<file path="src/rtl/bk_adder_pipelined_if.sv">
// ---------------------------------------------------------------------------
// bk_adder_pipelined_if
// Operand/result bundle for the pipelined Brent-Kung adder/subtractor.
//   in_valid/in_ready      : operand beat handshake (master -> slave)
//   operand_1, operand_2   : N_BIT-wide operands
//   carry_in, sub          : carry-in (ignored when subtracting), op select
//   out_valid/out_ready    : result beat handshake (slave -> master)
//   sum, carry_out, overflow : N_BIT result, raw carry out of MSB, signed ovf
// The master modport is the operand issuer / result consumer; the slave
// modport is the adder itself.
// ---------------------------------------------------------------------------
interface bk_adder_pipelined_if #(
   parameter int N_BIT = 32
) ();
   logic             in_valid;
   logic             in_ready;
   logic [N_BIT-1:0] operand_1;
   logic [N_BIT-1:0] operand_2;
   logic             carry_in;
   logic             sub;
   logic             out_valid;
   logic             out_ready;
   logic [N_BIT-1:0] sum;
   logic             carry_out;
   logic             overflow;

   modport master (
      output in_valid, operand_1, operand_2, carry_in, sub, out_ready,
      input  in_ready, out_valid, sum, carry_out, overflow
   );

   modport slave (
      input  in_valid, operand_1, operand_2, carry_in, sub, out_ready,
      output in_ready, out_valid, sum, carry_out, overflow
   );
endinterface

</file>
<file path="src/rtl/bk_adder_pipelined.sv">
// ---------------------------------------------------------------------------
// bk_adder_pipelined
// Pipelined valence-2 Brent-Kung adder/subtractor with valid/ready flow
// control on both sides.
//   clk  : rising-edge clock
//   rst  : asynchronous active-high reset, clears every valid bit and the
//          output data registers
//   bus  : bk_adder_pipelined_if slave modport (operands in, result out)
// Pipeline: S0 operand register -> up-sweep -> [optional mid register when
// PIPE_MID=1] -> down-sweep + sum -> output register. Latency 2 + PIPE_MID.
// Each stage loads when it is empty or the stage after it is loading, so
// bubbles collapse and in_ready is combinational from out_ready.
// ---------------------------------------------------------------------------
module bk_adder_pipelined #(
   parameter int N_BIT    = 32,
   parameter int PIPE_MID = 1
) (
   input  logic                 clk,
   input  logic                 rst,
   bk_adder_pipelined_if.slave  bus
);
   localparam int LOG_N = $clog2(N_BIT);

   // Up-sweep level lvl combines bit i with bit i-2^lvl where i+1 is a
   // multiple of 2^(lvl+1).
   function automatic logic [N_BIT-1:0] up_mask(input int lvl);
      logic [N_BIT-1:0] m;
      m = {N_BIT{1'b0}};
      for (int i = 0; i < N_BIT; i++) begin
         if (((i + 1) % (2 << lvl)) == 0) m[i] = 1'b1;
         else                             m[i] = 1'b0;
      end
      return m;
   endfunction

   // Down-sweep level lvl fills bit i = j*2^(lvl+1) + 2^lvl - 1 (j >= 1)
   // from the already complete prefix at i-2^lvl.
   function automatic logic [N_BIT-1:0] down_mask(input int lvl);
      logic [N_BIT-1:0] m;
      m = {N_BIT{1'b0}};
      for (int i = 0; i < N_BIT; i++) begin
         if ((((i + 1) % (2 << lvl)) == (1 << lvl)) && ((i + 1) > (2 << lvl))) m[i] = 1'b1;
         else                                                                    m[i] = 1'b0;
      end
      return m;
   endfunction

   // S0 operand register
   logic             v0_q;
   logic [N_BIT-1:0] a0_q, b0_q, b0_d;
   logic             cin0_q, cin0_d;
   // handshake enables
   logic             en0_s, enm_s, en2_s;
   // S1 bit-level terms
   logic [N_BIT-1:0] p1_s, g1_s;
   // values entering the down-sweep (registered or pass-through)
   logic             mid_v_s, mid_cin_s;
   logic [N_BIT-1:0] mid_p_s, mid_g_s, mid_pp_s;
   // full prefix generate G[i:0]
   logic [N_BIT-1:0] pre_g_s;
   // output register
   logic             v2_q, cout_q, ovf_q, cout_d, ovf_d;
   logic [N_BIT-1:0] sum_q, sum_d;

   assign en2_s        = ~v2_q | bus.out_ready;
   assign en0_s        = ~v0_q | enm_s;
   assign bus.in_ready = en0_s;

   // Subtraction is a + ~b + 1, so invert b and force the carry-in.
   always_comb begin
      if (bus.sub) begin
         b0_d   = ~bus.operand_2;
         cin0_d = 1'b1;
      end else begin
         b0_d   = bus.operand_2;
         cin0_d = bus.carry_in;
      end
   end

   // S0 input register; data only captured on a real beat.
   always_ff @(posedge clk or posedge rst) begin
      if (rst) begin
         v0_q   <= 1'b0;
         a0_q   <= {N_BIT{1'b0}};
         b0_q   <= {N_BIT{1'b0}};
         cin0_q <= 1'b0;
      end else if (en0_s) begin
         v0_q <= bus.in_valid;
         if (bus.in_valid) begin
            a0_q   <= bus.operand_1;
            b0_q   <= b0_d;
            cin0_q <= cin0_d;
         end
      end
   end

   // Carry-in folded into bit 0 so G[i:0] directly equals carry into bit i+1.
   assign p1_s = a0_q ^ b0_q;
   assign g1_s = (a0_q & b0_q) | {{(N_BIT-1){1'b0}}, p1_s[0] & cin0_q};

   for (genvar l = 0; l < LOG_N; l++) begin : g_up
      localparam int               K    = 1 << l;
      localparam logic [N_BIT-1:0] MASK = up_mask(l);
      logic [N_BIT-1:0] gi_s, pi_s, go_s, po_s;
      if (l == 0) begin : g_first
         assign gi_s = g1_s;
         assign pi_s = p1_s;
      end else begin : g_next
         assign gi_s = g_up[l-1].go_s;
         assign pi_s = g_up[l-1].po_s;
      end
      // Masked bits merge with the group K positions below; others pass.
      assign go_s = gi_s | (pi_s & (gi_s << K) & MASK);
      assign po_s = pi_s & ((pi_s << K) | ~MASK);
   end

   if (PIPE_MID != 0) begin : g_mid_reg
      logic             v1_q, cin1_q, en1_s;
      logic [N_BIT-1:0] p1_q, g1_q, pp1_q;

      assign en1_s = ~v1_q | en2_s;
      assign enm_s = en1_s;

      // Mid register between up-sweep and down-sweep.
      always_ff @(posedge clk or posedge rst) begin
         if (rst) begin
            v1_q   <= 1'b0;
            cin1_q <= 1'b0;
            p1_q   <= {N_BIT{1'b0}};
            g1_q   <= {N_BIT{1'b0}};
            pp1_q  <= {N_BIT{1'b0}};
         end else if (en1_s) begin
            v1_q <= v0_q;
            if (v0_q) begin
               cin1_q <= cin0_q;
               p1_q   <= p1_s;
               g1_q   <= g_up[LOG_N-1].go_s;
               pp1_q  <= g_up[LOG_N-1].po_s;
            end
         end
      end

      assign mid_v_s   = v1_q;
      assign mid_cin_s = cin1_q;
      assign mid_p_s   = p1_q;
      assign mid_g_s   = g1_q;
      assign mid_pp_s  = pp1_q;
   end else begin : g_mid_wire
      assign enm_s     = en2_s;
      assign mid_v_s   = v0_q;
      assign mid_cin_s = cin0_q;
      assign mid_p_s   = p1_s;
      assign mid_g_s   = g_up[LOG_N-1].go_s;
      assign mid_pp_s  = g_up[LOG_N-1].po_s;
   end

   // Group P of a down-sweep target is untouched by later up-sweep levels,
   // so every down level reads the tree's P directly.
   for (genvar d = 0; d < LOG_N - 1; d++) begin : g_dn
      localparam int               L    = LOG_N - 2 - d;
      localparam int               K    = 1 << L;
      localparam logic [N_BIT-1:0] MASK = down_mask(L);
      logic [N_BIT-1:0] gi_s, go_s;
      if (d == 0) begin : g_first
         assign gi_s = mid_g_s;
      end else begin : g_next
         assign gi_s = g_dn[d-1].go_s;
      end
      assign go_s = gi_s | (mid_pp_s & (gi_s << K) & MASK);
   end

   assign pre_g_s = g_dn[LOG_N-2].go_s;

   // Sum and flags: c[0] = cin, c[i] = G[i-1:0].
   always_comb begin
      sum_d  = mid_p_s ^ {pre_g_s[N_BIT-2:0], mid_cin_s};
      cout_d = pre_g_s[N_BIT-1];
      ovf_d  = pre_g_s[N_BIT-1] ^ pre_g_s[N_BIT-2];
   end

   // Output register; holds its beat while the consumer stalls.
   always_ff @(posedge clk or posedge rst) begin
      if (rst) begin
         v2_q   <= 1'b0;
         sum_q  <= {N_BIT{1'b0}};
         cout_q <= 1'b0;
         ovf_q  <= 1'b0;
      end else if (en2_s) begin
         v2_q <= mid_v_s;
         if (mid_v_s) begin
            sum_q  <= sum_d;
            cout_q <= cout_d;
            ovf_q  <= ovf_d;
         end
      end
   end

   assign bus.out_valid = v2_q;
   assign bus.sum       = sum_q;
   assign bus.carry_out = cout_q;
   assign bus.overflow  = ovf_q;
endmodule

</file>
<file path="src/flat_wrapper.sv">
// flat-port wrapper written by rule: the top's interface ports become plain ports
module bk_adder_pipelined_flat 
#(
   parameter int N_BIT    = 32,
   parameter int PIPE_MID = 1
)
  (clk, rst, bus_in_valid, bus_operand_1, bus_operand_2, bus_carry_in, bus_sub, bus_out_ready, bus_in_ready, bus_out_valid, bus_sum, bus_carry_out, bus_overflow);
  bk_adder_pipelined_if #(.N_BIT(N_BIT)) bus_i ();
  input  logic clk;
  input  logic rst;
  input wire logic [$bits(bus_i.in_valid)-1:0] bus_in_valid;
  input wire logic [$bits(bus_i.operand_1)-1:0] bus_operand_1;
  input wire logic [$bits(bus_i.operand_2)-1:0] bus_operand_2;
  input wire logic [$bits(bus_i.carry_in)-1:0] bus_carry_in;
  input wire logic [$bits(bus_i.sub)-1:0] bus_sub;
  input wire logic [$bits(bus_i.out_ready)-1:0] bus_out_ready;
  output wire logic [$bits(bus_i.in_ready)-1:0] bus_in_ready;
  output wire logic [$bits(bus_i.out_valid)-1:0] bus_out_valid;
  output wire logic [$bits(bus_i.sum)-1:0] bus_sum;
  output wire logic [$bits(bus_i.carry_out)-1:0] bus_carry_out;
  output wire logic [$bits(bus_i.overflow)-1:0] bus_overflow;
  assign bus_i.in_valid = bus_in_valid;
  assign bus_i.operand_1 = bus_operand_1;
  assign bus_i.operand_2 = bus_operand_2;
  assign bus_i.carry_in = bus_carry_in;
  assign bus_i.sub = bus_sub;
  assign bus_i.out_ready = bus_out_ready;
  assign bus_in_ready = bus_i.in_ready;
  assign bus_out_valid = bus_i.out_valid;
  assign bus_sum = bus_i.sum;
  assign bus_carry_out = bus_i.carry_out;
  assign bus_overflow = bus_i.overflow;
  bk_adder_pipelined #(.N_BIT(N_BIT), .PIPE_MID(PIPE_MID)) u_core (.clk(clk), .rst(rst), .bus(bus_i));
endmodule
</file>
<file path="config.mk">
export PLATFORM = sky130hd
export DESIGN_NAME = bk_adder_pipelined_flat
export DESIGN_NICKNAME = d
export VERILOG_FILES = /design/src/rtl/bk_adder_pipelined_if.sv /design/src/rtl/bk_adder_pipelined.sv /design/src/flat_wrapper.sv
export SDC_FILE = /design/constraint.sdc
export NUM_CORES = 1
export LEC_CHECK = 0
export ABC_AREA = 1
export BUFFER_PORTS_ARGS = -buffer_cell sky130_fd_sc_hd__buf_2
export CAP_MARGIN = 20
export CORE_UTILIZATION = 30
export CTS_CLUSTER_DIAMETER = 40
export DETAILED_ROUTE_END_ITERATION = 16
export PLACE_DENSITY = 0.48
export SETUP_SLACK_MARGIN = 0.05
export SYNTH_ARGS = -nofsm -noshare
export SYNTH_HDL_FRONTEND = slang
export SYNTH_SLANG_ARGS = --single-unit
</file>
<file path="constraint.sdc">
create_clock -name clk -period 8.5 [get_ports clk]
set_input_delay 2.125 -clock clk [delete_from_list [all_inputs] [get_ports clk]]
set_output_delay 2.125 -clock clk [all_outputs]
set_load 0.1 [all_outputs]
</file>
==> summary.md <==
| Metric | Value |
|---|---|
| Status | finished with violations |
| Failing checks | design-rule violations |
| DRC viols | 7 |
| Final Cell Area | between 9000 and 10000 sq um |
| Hold WC Path Type | flip-flop to flip-flop |
| TritonCTS Buffers | 17 |
| Count leader, synth | nand2_1 |
| Slew Limit Fails | 0 |
| NumNets Final | 1089 |
| Post-CTS sizing | 0 |
| Final hold vios | 0 |
| Final Cycle Share | just under 60% |
| First-pass GRT wire length | 31400 microns |
| Final setup viols | 0 |
| Final WL | 18600 microns |
| Post-layout min period | 4.91 ns |
| CP delay by family, top | buffers and inverters |
| Vias per std cell | 4.34 |
| Initial Utilization | a little under a third |
| PortBufs | around 110 |
| Max transition margin | about a third |
| Die Width | 167 microns |
| Die area | around 28000 sq um |
| EDFF count, synth | 0 |
| Via count | between 5000 and 6000 |
| Initial antenna violation count | 0 |
| CP cell instances | buf_2 > inv_1 > nand4_2 > buf_2 |
| DR iter-0 viols | around 370 |
| Power Dens Cells | around 370 nW/um^2 |
| Post-synth top cells | nand2_1, dfrtp_1, o21ai_0 |
| Final Skew | 0.0104 ns |
| H-tree depth | 4 |
| Routed length per instance | about 14 microns |
| Final Wtd Congestion | between 0.7 and 0.8 |
| Root buffer cell | clkbuf_16 |
| Post-DP Area | 8880 sq um |
| Final ANT Viol Nets | 0 |
| Area Overhead vs Synth | 16.5% |
| Syn Area/Cell | just over 9 sq um |
| RSZ-0062 raised after global routing | no |
| FFs w/ async S/R, synth | 100% |
| Distinct cells, synth | 30 |
| Worst-Margin Slew | between 0.9 and 1 ns |
| Sequential area share after synthesis | 54.8% |
| N_diodes | 0 |
| Hold Slack | 0.478 ns |
| Synth Instances | between 800 and 900 |
| Vias in the first global route | approximately 5800 |
| Ys flop type | dfrtp_1 |
| Yosys top cell area share | a little over half |
| Area leader, netlist | dfrtp_1 |
| Post-CTS setup buffers | 0 |
| Grt ovf | 0 |
| Num ports | 106 |
| Max Freq | about 200 MHz |
| Synthesized Nets | 1000 |
| Largest net degree at the start of global routing | roughly 110 |
| Share of layout cells above drive strength 1 | between 10% and 20% |
| Crit path kind | input port to output port |
| Hold_buf cts | 0 |
| GRT Util Overall | between 10% and 20% |
| Worst Path Required | between 6 and 7 ns |
| Ys Warns | 0 |
| Seq cells post-synth | approximately 180 |
| Row cnt | 59 |
| Core area | 26400 sq um |
| # clock sinks | between 150 and 200 |
| Crit. End Element | output port |
| Worst path buffer plus inverter count | 3 |
| Leak pwr | ~4.8 nW |
| Setup TNS | 0 ns |
| Clk slew on worst S/H paths | approximately 0.070 ns |
| CP max stage delay | 0.44 ns |
| DP HPWL | 13100 microns |
| CP max FO | 3 |
| Post-Syn Area | 8130 sq um |
| Drt pass-1 iters | 11 |
| Area contributors post-synth | dfrtp_1, nand2_1, ha_1, o21ai_0, xnor2_1 |
| CP max-delay cell | buf_2 |
| CTS tree | built |
| Peak supply drop | 0.000136 V |
| Finished Core Util | 35.9% |
| Total power draw | ~3.5 mW |
| CP arrival | between 2 and 3 ns |
| Clock buffer depth | 2 |
| Top cell by count, worst path | buf_2 |
| Startpoint types | input port |
| Clock Latency Late Sink | 0.43 ns |
| Die height | between 150 and 200 microns |
| Max_cap viols | 0 |
-- logic make-up after synthesis --
family	synth area share [%]
AO/OA/AOI/OAI	8.76
XOR/XNOR	5.39
adder cells (fa/ha/maj)	7.23
buffers and inverters	5.28
flip-flops	54.8
AND/OR/NAND/NOR	18.6
-- report_power, final --
group | switching [mW] | internal (mW)
logic | 1.11 | 0.342
clock network | 0.345 | 0.445
registers | 0.163 | 1.12
total | 1.61 | 1.91
-- state kept, by name, indices dropped and copies added, names as in the netlist --
signal and flops:
u_core.g_mid_reg.p1_q 17, u_core.bus.out_valid 1, u_core.g_mid_reg.cin1_q 1, u_core.bus.overflow 1, u_core.cin0_q 1, u_core.bus.sum 32
u_core.b0_q 32, u_core.g_mid_reg.pp1_q 26, u_core.g_dn.gi_s 32, u_core.g_mid_reg.v1_q 1, u_core.bus.carry_out 1, u_core.v0_q 1
u_core.a0_q 32
-- stage by stage --
stage	setup WS (ns)	instances
after floorplan	1.54	883
after global placement	3.59	1288
after detailed placement	3.58	1288
after CTS	3.58	1320
after global routing	3.53	1320
final	3.59	1320
-- cell type report --
class / count / area (sq um)
Inverter: 53 / 204
Tap cell: 335 / 419
Timing Repair Buffer: 109 / 556
Fill cell: 2732 / 16900
Clock inverter: 14 / 151
Multi-Input combinational cell: 613 / 3250
Clock buffer: 18 / 439
Sequential cell: 178 / 4450
-- layer usage --
layer  share of wire (%)  vias to the layer above  global-route usage, %  wire, microns
met1                  60                     2616                   24.4          11100
li1                    -                     2990                      -              -
met5                   0                        -                      0              0
met4                 1.2                        0                   3.99            216
met3                 4.2                       15                   2.50            776
met2                  35                      114                   17.4           6490
-- worst paths after layout --
path | start | to | slack, ns | cells past startpoint
max | bus_out_ready | bus_in_ready | 3.59 | 4
min | u_core.bus.sum[2]$_DFFE_PP0P_ | u_core.bus.sum[2]$_DFFE_PP0P_ | 0.48 | 2
max reg2reg | u_core.bus.out_valid$_DFFE_PP0P_ | u_core.g_dn[0].gi_s[0]$_DFFE_PP0P_ | 6.13 | 6
min reg2reg | u_core.bus.sum[2]$_DFFE_PP0P_ | u_core.bus.sum[2]$_DFFE_PP0P_ | 0.48 | 2
max in group asynchronous | rst | u_core.a0_q[27]$_DFFE_PP0P_ | 5.04 | 3
min in group asynchronous | rst | u_core.bus.sum[7]$_DFFE_PP0P_ | 1.90 | 2
-- cells in the final DEF (no fill, tap or decap), types with 4 or more instances in the layout --
master / synthesis / final
buf_2: 25 / 105
clkbuf_16: 0 / 17
nor3_1: 4 / 4
buf_4: 4 / 4
a21oi_1: 12 / 12
ha_1: 47 / 47
o21ai_0: 96 / 96
nand2_1: 337 / 337
xor2_1: 16 / 16
xnor2_1: 34 / 34
o21ai_1: 12 / 12
inv_6: 0 / 5
inv_1: 48 / 47
nor2_1: 23 / 23
nand3_1: 9 / 9
o21bai_1: 4 / 4
a31oi_1: 5 / 5
inv_2: 5 / 5
dfrtp_1: 178 / 178
-- worst min-delay path: stages (launching register included) --
cell and delay, ns:
dfrtp_1 0.34, nand2_1 0.05, nand2_1 0.05
(Power assumes the default switching activity.)
